===== config.mk =====
export PLATFORM = sky130hd
export DESIGN_NAME = apb_uart_fifo
export DESIGN_NICKNAME = d
export VERILOG_FILES = /design/src/rtl/apb_uart_fifo.sv
export SDC_FILE = /design/constraint.sdc
export NUM_CORES = 1
export LEC_CHECK = 0
export ABC_AREA = 0
export CAP_MARGIN = 20
export CORE_ASPECT_RATIO = 0.6
export CORE_UTILIZATION = 50
export DETAILED_ROUTE_END_ITERATION = 12
export PLACE_DENSITY = 0.69
export SLEW_MARGIN = 20
export SYNTH_ARGS = -nofsm -noshare
export SYNTH_HDL_FRONTEND = slang
export SYNTH_SLANG_ARGS = --single-unit

===== constraint.sdc =====
create_clock -name PCLK -period 3.4 [get_ports PCLK]
set_clock_uncertainty 0.15 [all_clocks]
set_input_delay 0.68 -clock PCLK [delete_from_list [all_inputs] [get_ports PCLK]]
set_output_delay 0.68 -clock PCLK [all_outputs]
set_load 0.05 [all_outputs]

===== src/rtl/apb_uart_fifo.sv =====
`default_nettype none
// ============================================================================
//  Module   : apb_uart_fifo (with helper apb_uart_fifo_buf)
//  Purpose  : APB3 UART with TX/RX byte FIFOs, a 16x-oversampled baud tick,
//             optional odd/even parity, sticky error flags and a level IRQ.
//  Ports    : PCLK/PRESETN     clock, asynchronous active-low reset
//             PADDR..PSLVERR   APB3 slave; PRDATA registered at setup phase
//             RX / TX          serial input (asynchronous) / serial output
//             IRQ              level interrupt, active-high
//  Revision : 1.0  initial release
// ============================================================================

// ----------------------------------------------------------------------------
//  apb_uart_fifo_buf: byte FIFO with occupancy count. Push on full is accepted
//  only when a pop happens in the same cycle; pop on empty is ignored.
// ----------------------------------------------------------------------------
module apb_uart_fifo_buf #(
    parameter int DEPTH = 16,
    parameter int AW    = 4
) (
    input  logic        PCLK,
    input  logic        PRESETN,
    input  logic        i_push,
    input  logic [7:0]  i_data,
    input  logic        i_pop,
    output logic [7:0]  o_data,
    output logic [AW:0] o_count,
    output logic        o_empty,
    output logic        o_full
);
    localparam logic [AW:0] c_FULL = DEPTH[AW:0];

    logic [7:0]    mem_q [DEPTH];
    logic [AW-1:0] wr_ptr_q, wr_ptr_d, rd_ptr_q, rd_ptr_d;
    logic [AW:0]   count_q, count_d;
    logic          do_push, do_pop;

    assign o_empty = (count_q == '0);
    assign o_full  = (count_q == c_FULL);
    assign o_count = count_q;
    assign o_data  = mem_q[rd_ptr_q];

    always_comb begin
        do_push  = i_push & (~o_full | i_pop);
        do_pop   = i_pop & ~o_empty;
        wr_ptr_d = do_push ? wr_ptr_q + 1'b1 : wr_ptr_q;
        rd_ptr_d = do_pop  ? rd_ptr_q + 1'b1 : rd_ptr_q;
        count_d  = count_q;
        if (do_push && !do_pop)
            count_d = count_q + 1'b1;
        else if (do_pop && !do_push)
            count_d = count_q - 1'b1;
    end

    always_ff @(posedge PCLK or negedge PRESETN) begin
        if (!PRESETN) begin
            wr_ptr_q <= '0;
            rd_ptr_q <= '0;
            count_q  <= '0;
        end else begin
            wr_ptr_q <= wr_ptr_d;
            rd_ptr_q <= rd_ptr_d;
            count_q  <= count_d;
        end
    end

    always_ff @(posedge PCLK) begin
        if (do_push)
            mem_q[wr_ptr_q] <= i_data;
    end
endmodule

module apb_uart_fifo #(
    parameter int FIFO_DEPTH  = 16,
    parameter int BAUD_W      = 13,
    parameter int SYNC_STAGES = 2
) (
    input  logic        PCLK,
    input  logic        PRESETN,
    input  logic [4:0]  PADDR,
    input  logic        PSEL,
    input  logic        PENABLE,
    input  logic        PWRITE,
    input  logic [15:0] PWDATA,
    output logic [15:0] PRDATA,
    output logic        PREADY,
    output logic        PSLVERR,
    input  logic        RX,
    output logic        TX,
    output logic        IRQ
);
    localparam int c_AW = $clog2(FIFO_DEPTH);

    typedef enum logic [2:0] {
        S_IDLE   = 3'd0,
        S_START  = 3'd1,
        S_DATA   = 3'd2,
        S_PARITY = 3'd3,
        S_STOP   = 3'd4
    } uart_state_t;

    // Registers
    logic [BAUD_W-1:0]      baud_q, baud_d, baud_cnt_q, baud_cnt_d;
    logic [3:0]             ctrl_q, ctrl_d;
    logic [2:0]             ier_q, ier_d;
    logic [c_AW:0]          rxthr_q, rxthr_d;
    logic [2:0]             err_q, err_d;      // {frm_err, par_err, rx_ovf}
    logic [15:0]            prdata_q, prdata_d;
    logic [SYNC_STAGES-1:0] rx_sync_q, rx_sync_d;
    logic                   rx_prev_q;
    // TX engine
    uart_state_t            tx_state_q, tx_state_d;
    logic [3:0]             tx_tick_q, tx_tick_d;
    logic [2:0]             tx_bit_q, tx_bit_d;
    logic [7:0]             tx_shift_q, tx_shift_d;
    logic                   tx_par_q, tx_par_d, tx_q, tx_d;
    // RX engine
    uart_state_t            rx_state_q, rx_state_d;
    logic [3:0]             rx_tick_q, rx_tick_d;
    logic [2:0]             rx_bit_q, rx_bit_d;
    logic [7:0]             rx_shift_q, rx_shift_d;

    logic          tick, rx_s, tx_pop, rx_push, rx_pop, tx_push;
    logic          par_set, frm_set, ovf_set;
    logic          apb_setup, apb_wr, apb_rd;
    logic [2:0]    reg_sel, err_clr;
    logic [7:0]    tx_head, rx_head;
    logic [c_AW:0] tx_count, rx_count;
    logic          tx_empty, tx_full, rx_empty, rx_full, rx_lvl_hit;
    logic [15:0]   status, rd_mux;
    logic          unused_ok;

    assign PREADY    = 1'b1;
    assign PSLVERR   = 1'b0;
    assign PRDATA    = prdata_q;
    assign TX        = tx_q;
    assign unused_ok = ^{PADDR[1:0], PWDATA};

    assign reg_sel   = PADDR[4:2];
    assign apb_setup = PSEL & ~PENABLE & ~PWRITE;
    assign apb_wr    = PSEL & PENABLE & PWRITE;
    assign apb_rd    = PSEL & PENABLE & ~PWRITE;
    assign tx_push   = apb_wr && (reg_sel == 3'd0);
    assign rx_pop    = apb_rd && (reg_sel == 3'd1);
    assign rx_s      = rx_sync_q[SYNC_STAGES-1];
    assign tick      = (baud_cnt_q == '0);

    apb_uart_fifo_buf #(.DEPTH(FIFO_DEPTH), .AW(c_AW)) u_tx_fifo (
        .PCLK(PCLK), .PRESETN(PRESETN), .i_push(tx_push), .i_data(PWDATA[7:0]),
        .i_pop(tx_pop), .o_data(tx_head), .o_count(tx_count),
        .o_empty(tx_empty), .o_full(tx_full)
    );

    apb_uart_fifo_buf #(.DEPTH(FIFO_DEPTH), .AW(c_AW)) u_rx_fifo (
        .PCLK(PCLK), .PRESETN(PRESETN), .i_push(rx_push), .i_data(rx_shift_q),
        .i_pop(rx_pop), .o_data(rx_head), .o_count(rx_count),
        .o_empty(rx_empty), .o_full(rx_full)
    );

    assign rx_lvl_hit = (rx_count >= rxthr_q) && (rx_count != '0);
    assign IRQ        = |(ier_q & {|err_q, tx_empty, rx_lvl_hit});
    assign status     = {8'h00, (tx_state_q != S_IDLE), err_q, rx_full, ~rx_empty,
                         tx_full, tx_empty};

    // Register file, read mux and sticky flags
    always_comb begin
        baud_d     = baud_q;
        ctrl_d     = ctrl_q;
        ier_d      = ier_q;
        rxthr_d    = rxthr_q;
        err_clr    = 3'b000;
        // Divisor changes are only picked up at the next expiry.
        baud_cnt_d = tick ? baud_q : baud_cnt_q - 1'b1;
        rx_sync_d  = {rx_sync_q[SYNC_STAGES-2:0], RX};
        if (apb_wr) begin
            case (reg_sel)
                3'd2:    baud_d  = PWDATA[BAUD_W-1:0];
                3'd3:    ctrl_d  = PWDATA[3:0];
                3'd4:    err_clr = PWDATA[6:4];
                3'd5:    ier_d   = PWDATA[2:0];
                3'd6:    rxthr_d = PWDATA[c_AW:0];
                default: ;
            endcase
        end
        case (reg_sel)
            3'd1:    rd_mux = rx_empty ? 16'h0000 : {8'h00, rx_head};
            3'd2:    rd_mux = 16'(baud_q);
            3'd3:    rd_mux = {12'h000, ctrl_q};
            3'd4:    rd_mux = status;
            3'd5:    rd_mux = {13'h0000, ier_q};
            3'd6:    rd_mux = 16'(rxthr_q);
            3'd7:    rd_mux = {8'(tx_count), 8'(rx_count)};
            default: rd_mux = 16'h0000;
        endcase
        prdata_d = apb_setup ? rd_mux : prdata_q;
        // A set in the same cycle as a clear wins.
        err_d    = (err_q & ~err_clr) | {frm_set, par_set, ovf_set};
    end

    // TX engine: leaves IDLE only on a tick so every bit spans exactly 16 ticks.
    always_comb begin
        tx_state_d = tx_state_q;
        tx_tick_d  = tx_tick_q;
        tx_bit_d   = tx_bit_q;
        tx_shift_d = tx_shift_q;
        tx_par_d   = tx_par_q;
        tx_pop     = 1'b0;
        if (tick && tx_state_q != S_IDLE)
            tx_tick_d = tx_tick_q + 1'b1;
        case (tx_state_q)
            S_IDLE: if (tick && ctrl_q[0] && !tx_empty) begin
                tx_state_d = S_START;
                tx_pop     = 1'b1;
                tx_shift_d = tx_head;
                tx_par_d   = ^tx_head ^ ctrl_q[3];
                tx_tick_d  = 4'd0;
                tx_bit_d   = 3'd0;
            end
            S_START: if (tick && tx_tick_q == 4'd15) tx_state_d = S_DATA;
            S_DATA: if (tick && tx_tick_q == 4'd15) begin
                tx_shift_d = {1'b0, tx_shift_q[7:1]};
                tx_bit_d   = tx_bit_q + 1'b1;
                if (tx_bit_q == 3'd7)
                    tx_state_d = ctrl_q[2] ? S_PARITY : S_STOP;
            end
            S_PARITY: if (tick && tx_tick_q == 4'd15) tx_state_d = S_STOP;
            S_STOP:   if (tick && tx_tick_q == 4'd15) tx_state_d = S_IDLE;
            default:  tx_state_d = S_IDLE;
        endcase
        // Line level follows the next state so TX is glitch-free and registered.
        case (tx_state_d)
            S_START:  tx_d = 1'b0;
            S_DATA:   tx_d = tx_shift_d[0];
            S_PARITY: tx_d = tx_par_d;
            default:  tx_d = 1'b1;
        endcase
    end

    // RX engine: start bit re-checked at tick 8, later bits sampled 16 ticks apart.
    always_comb begin
        rx_state_d = rx_state_q;
        rx_tick_d  = rx_tick_q;
        rx_bit_d   = rx_bit_q;
        rx_shift_d = rx_shift_q;
        rx_push    = 1'b0;
        par_set    = 1'b0;
        frm_set    = 1'b0;
        if (tick && rx_state_q != S_IDLE)
            rx_tick_d = rx_tick_q + 1'b1;
        case (rx_state_q)
            S_IDLE: if (rx_prev_q && !rx_s) begin
                rx_state_d = S_START;
                rx_tick_d  = 4'd0;
                rx_bit_d   = 3'd0;
            end
            S_START: if (tick && rx_tick_q == 4'd7) begin
                rx_tick_d  = 4'd0;
                rx_state_d = rx_s ? S_IDLE : S_DATA;
            end
            S_DATA: if (tick && rx_tick_q == 4'd15) begin
                rx_shift_d = {rx_s, rx_shift_q[7:1]};
                rx_bit_d   = rx_bit_q + 1'b1;
                if (rx_bit_q == 3'd7)
                    rx_state_d = ctrl_q[2] ? S_PARITY : S_STOP;
            end
            S_PARITY: if (tick && rx_tick_q == 4'd15) begin
                par_set    = rx_s ^ (^rx_shift_q) ^ ctrl_q[3];
                rx_state_d = S_STOP;
            end
            S_STOP: if (tick && rx_tick_q == 4'd15) begin
                rx_state_d = S_IDLE;
                rx_push    = rx_s;
                frm_set    = ~rx_s;
            end
            default: rx_state_d = S_IDLE;
        endcase
        if (!ctrl_q[1]) begin
            rx_state_d = S_IDLE;
            rx_push    = 1'b0;
            par_set    = 1'b0;
            frm_set    = 1'b0;
        end
        ovf_set = rx_push & rx_full & ~rx_pop;
    end

    always_ff @(posedge PCLK or negedge PRESETN) begin
        if (!PRESETN) begin
            baud_q     <= '0;
            baud_cnt_q <= '0;
            ctrl_q     <= '0;
            ier_q      <= '0;
            rxthr_q    <= '0;
            err_q      <= '0;
            prdata_q   <= '0;
            rx_sync_q  <= '1;
            rx_prev_q  <= 1'b1;
            tx_state_q <= S_IDLE;
            tx_tick_q  <= '0;
            tx_bit_q   <= '0;
            tx_shift_q <= '0;
            tx_par_q   <= 1'b0;
            tx_q       <= 1'b1;
            rx_state_q <= S_IDLE;
            rx_tick_q  <= '0;
            rx_bit_q   <= '0;
            rx_shift_q <= '0;
        end else begin
            baud_q     <= baud_d;
            baud_cnt_q <= baud_cnt_d;
            ctrl_q     <= ctrl_d;
            ier_q      <= ier_d;
            rxthr_q    <= rxthr_d;
            err_q      <= err_d;
            prdata_q   <= prdata_d;
            rx_sync_q  <= rx_sync_d;
            rx_prev_q  <= rx_s;
            tx_state_q <= tx_state_d;
            tx_tick_q  <= tx_tick_d;
            tx_bit_q   <= tx_bit_d;
            tx_shift_q <= tx_shift_d;
            tx_par_q   <= tx_par_d;
            tx_q       <= tx_d;
            rx_state_q <= rx_state_d;
            rx_tick_q  <= rx_tick_d;
            rx_bit_q   <= rx_bit_d;
            rx_shift_q <= rx_shift_d;
        end
    end
endmodule
`default_nettype wire


==> summary by stage <==
Finish
Leaving out fill and tap cells, the most frequent cell in the layout is sky130_fd_sc_hd__edfxtp_1. At the end of the flow, the number of nets in the layout was 1235. Summing all flip-flop and latch instances after layout gives 10700 sq um. Cells with a size suffix above 1 make up 24.4% of the layout. The top cell types in the final layout, fill and taps aside, are sky130_fd_sc_hd__edfxtp_1 (256), sky130_fd_sc_hd__dfrtp_1 (114), sky130_fd_sc_hd__nand2_1 (106). After filler insertion, the fill cell instance count of the layout stands at 2361.

In the final layout, the multi-input gates occupy 5210 sq um. The post-synthesis to final-layout area growth is 17.4%.

Pwr
Combinational logic is responsible for 12.7% of the overall power. Net switching is 25.1% of the power. In this run the power density over the cells is 564 nW/um^2. In this run the power spent charging and discharging nets is 2.70 mW. Sequential cells account for 50.0% of the total power.

Internal power comes to 8.05 mW. The maximum vdd ir drop is 0.000291 V. In this run, the clock network consumes 37.3% of the power. The leakage dissipation is 7.34 nW. Total power for the finished layout comes to 10.7 mW.

Run status
The run finished, with violations left. The checks that failed: setup timing.

Floorplanning
The die span in x is ~230 um. In this run the vertical extent of the chip is 141 um. The starting density of the core is 51.4%. The die covers 33200 sq um.

47 I/O pins were placed. The core box area is 31500 sq um. The count of standard-cell rows is 50.

Timing
The final count of pins violating max slew is 0. Dividing the final minimum period by the clock period gives 100%. The maximum achievable frequency is 293 MHz. The hold violation count in the final report is 0. The worst slew margin relative to its limit is 45.5%.

Setup repair after global routing could not meet its margin everywhere. The final number of setup-violating endpoints is 1. Setup slack on the critical path of the routed design comes to -14.3 ps. On the final layout, the worst hold slack is roughly 34 ps. At the pin with the least slew margin, the transition time is just over 800 ps.

The worst path in the final design needs a cycle of around 3400 ps, including I/O delays and setup.

Critical path
The largest driver fanout on the critical path is 4. The type of element capturing the critical path is a register. The worst setup path is launched from a register. The critical path in this run is classified as reg2reg. For the worst setup path, the data arrival time is 3680 ps. The required time at the endpoint of the critical path is 3670 ps.

Synth
The most instantiated flip-flop cell in the synthesis netlist is sky130_fd_sc_hd__edfxtp_1. The mapped netlist covers 16200 sq um. After synthesis, the share of flip-flops with an asynchronous set or reset is 32.1%. The share of the Yosys chip area taken by registers is 66.1%. After synthesis, the netlist uses 73 different library cells.

Synthesis inferred 377 register bits. Counting flops with a built-in enable in the synthesized netlist gives 256. Dividing the synthesized area by the synthesized cell count gives 15.5 sq um. Yosys printed 0 warnings.

Synthesis produced 1049 cells.

Routing
Dividing the detail-routed wire length by the instance count gives approximately 24 um. The number of vias per cell is 5.89. The routed layout has about 9.5k vias. In this run, the number of DRC markers left after iteration 0 of detailed routing was 1083. The first detailed-routing pass ran for 5 iterations. The detail route stage leaves a number of antenna-violating nets equal to 0.

The detailed-route wire length is 38.4 mm. The number of design rule violations left after detail routing is 0.

Placed design
The last weighted congestion value of the routability-driven placer is 0.909. After legalization and detailed placement, the total HPWL measured 27.0 mm. The port buffer count is 36. Before CTS, the worst setup slack after placement is -450 ps.

GRT
The fraction of met2 tracks used by global routing is 29.6%. The met1 track utilization from global routing is 40.8%. Global routing used 24.1% of the available tracks. Entering global routing, the biggest net connects 53 pins. The initial antenna violation count is 0.

After global routing, the most crowded layer is met1. The total overflow left after global routing is 0. The global routing met3 resource utilization is between 7 and 8%.

The first global-routing pass estimated 58.0 mm of wire. The number of global-route vias before repair is 9209.

Clocking
Counting along the longest clock path gives a buffer depth of 3. The deepest level of the CTS H-tree is 2. The total number of clock tree sinks is 377. The root buffer selected by CTS is sky130_fd_sc_hd__clkbuf_16.

For the worst-skew pair, the clock arrives at the later sink with an insertion delay of 540 ps. The CTS tree is done. Clock-pin slew was measured on the worst setup and hold paths at 60 ps. The TritonCTS buffer count is 36. The number of hold buffers added after CTS was 0.

Run
The total of max-cap violations is 0.

Hold path
The min-delay analysis places its worst path in the category in2async.
-- path summary, 6_finish.rpt --
kind,from,end,slack [ps],depth (start not counted)
min in group PCLK,rx_sync_q[0]$_DFF_PN1_,rx_sync_q[1]$_DFF_PN1_,210,0
max,baud_cnt_q[0]$_DFF_PN0_,u_tx_fifo.o_count[4]$_DFFE_PN0P_,-10,14
min,PRESETN,tx_shift_q[5]$_DFFE_PN0P_,30,1
max in group asynchronous,PRESETN,rx_sync_q[1]$_DFF_PN1_,2270,2
min reg2reg,rx_sync_q[0]$_DFF_PN1_,rx_sync_q[1]$_DFF_PN1_,210,0
max reg2reg,baud_cnt_q[0]$_DFF_PN0_,u_tx_fifo.o_count[4]$_DFFE_PN0P_,-10,14
-- registers in the layout, indices dropped and copies added (netlist names), 2 cells and up --
register / cells
tx_tick_q: 4
u_tx_fifo.wr_ptr_q: 4
baud_q: 13
rxthr_q: 5
ier_q: 3
rx_sync_q: 2
err_q: 3
tx_state_q: 3
u_rx_fifo.o_count: 5
tx_shift_q: 8
rx_tick_q: 4
ctrl_q: 4
PRDATA: 13
baud_cnt_q: 13
tx_bit_q: 3
u_rx_fifo.mem_q: 128
rx_bit_q: 3
u_tx_fifo.rd_ptr_q: 4
u_rx_fifo.wr_ptr_q: 4
u_tx_fifo.o_count: 5
u_tx_fifo.mem_q: 128
rx_shift_q: 8
u_rx_fifo.rd_ptr_q: 4
rx_state_q: 3
-- metrics by stage --
step | utilization, % | cell area [sq um] | setup TNS [ps] | instances
finish | 60.4 | 19000 | -14.3 | 1620
global route | 60.4 | 19000 | -112 | 1619
CTS | 60.2 | 19000 | -22.6 | 1617
detailed placement | 56.5 | 17800 | -16330 | 1552
global placement | 56.5 | 17800 | -10110 | 1552
floorplan | - | 16300 | -60.0 | 1052
-- power groups by stage --
stage / registers, mW / logic, mW / clock network (mW)
2_1_floorplan: 5.44 / 0.823 / 0
3_3_place_gp: 5.44 / 1.31 / 0
3_5_place_dp: 5.45 / 1.35 / 0
4_1_cts: 5.36 / 1.36 / 4.07
5_1_grt: 5.39 / 1.48 / 4.26
6_report: 5.37 / 1.36 / 4.01
-- logic make-up after synthesis --
logic type / share of synthesized area (%)
buffers and inverters: 2.33
flip-flops: 66.1
AO/OA/AOI/OAI: 5.03
XOR/XNOR: 2.79
AND/OR/NAND/NOR: 8.18
other: 0.0463
multiplexers: 13.0
adder cells (fa/ha/maj): 2.56
-- cell usage after synthesis (5+ instances only) --
cell type / count / area share, %
sky130_fd_sc_hd__xnor2_1: 30 / 1.6
sky130_fd_sc_hd__a22oi_1: 16 / 0.74
sky130_fd_sc_hd__nor2_1: 53 / 1.2
sky130_fd_sc_hd__a21oi_1: 20 / 0.62
sky130_fd_sc_hd__nand2b_1: 8 / 0.31
sky130_fd_sc_hd__nand3_1: 16 / 0.49
sky130_fd_sc_hd__nor4_1: 5 / 0.19
sky130_fd_sc_hd__xor2_1: 12 / 0.65
sky130_fd_sc_hd__nor3_1: 17 / 0.52
sky130_fd_sc_hd__or3_1: 5 / 0.19
sky130_fd_sc_hd__edfxtp_1: 256 / 47
sky130_fd_sc_hd__dfrtp_1: 117 / 18
sky130_fd_sc_hd__a22o_1: 9 / 0.49
sky130_fd_sc_hd__buf_4: 6 / 0.28
sky130_fd_sc_hd__and2_1: 11 / 0.42
sky130_fd_sc_hd__nand2_1: 106 / 2.5
sky130_fd_sc_hd__mux2_2: 24 / 1.7
sky130_fd_sc_hd__ha_1: 30 / 2.3
sky130_fd_sc_hd__clkbuf_1: 33 / 0.76
sky130_fd_sc_hd__nand4_1: 10 / 0.39
sky130_fd_sc_hd__o31ai_1: 7 / 0.32
sky130_fd_sc_hd__o21ai_1: 15 / 0.46
sky130_fd_sc_hd__and3_1: 6 / 0.23
sky130_fd_sc_hd__clkinv_1: 7 / 0.16
sky130_fd_sc_hd__mux4_2: 79 / 11
sky130_fd_sc_hd__buf_2: 8 / 0.25
sky130_fd_sc_hd__a21o_1: 9 / 0.42
sky130_fd_sc_hd__inv_1: 24 / 0.56
sky130_fd_sc_hd__o21ai_0: 28 / 0.86
-- repair_timing --
action / CTS / global route
buffers inserted: 0 / 2
gates cloned: 0 / 0
gates resized for setup: 0 / 5
pin swaps: 0 / 4
setup endpoints to repair: 1 / 4
-- layout make-up --
class / instances / area share, %
Antenna cell: 1 / 0.0131
Clock buffer: 44 / 5.11
Clock inverter: 21 / 1.04
Inverter: 32 / 0.631
Multi-Input combinational cell: 589 / 27.4
Sequential cell: 377 / 56.3
Tap cell: 416 / 2.73
Timing Repair Buffer: 140 / 6.76
-- per-layer routing --
layer  vias up  part of all wire [%]
met5         -                     0
met2       414                    39
met3        41                    12
met1      4857                    48
li1       4230                     -
met4         0                   1.1
-- worst max-delay path, cell delays in order (launching register included) --
cell and delay, ps:
sky130_fd_sc_hd__dfrtp_1 380, sky130_fd_sc_hd__inv_1 60, sky130_fd_sc_hd__ha_1 160, sky130_fd_sc_hd__or3b_4 400
sky130_fd_sc_hd__nand3b_1 230, sky130_fd_sc_hd__nor4_4 420, sky130_fd_sc_hd__o211a_4 250, sky130_fd_sc_hd__ha_4 150
sky130_fd_sc_hd__inv_2 60, sky130_fd_sc_hd__fa_2 340, sky130_fd_sc_hd__a21o_1 190, sky130_fd_sc_hd__a21oi_2 170
sky130_fd_sc_hd__xnor2_1 130, sky130_fd_sc_hd__nor2_1 60, sky130_fd_sc_hd__xor2_1 130
No activity file was read; power rests on OpenSTA's default activity.
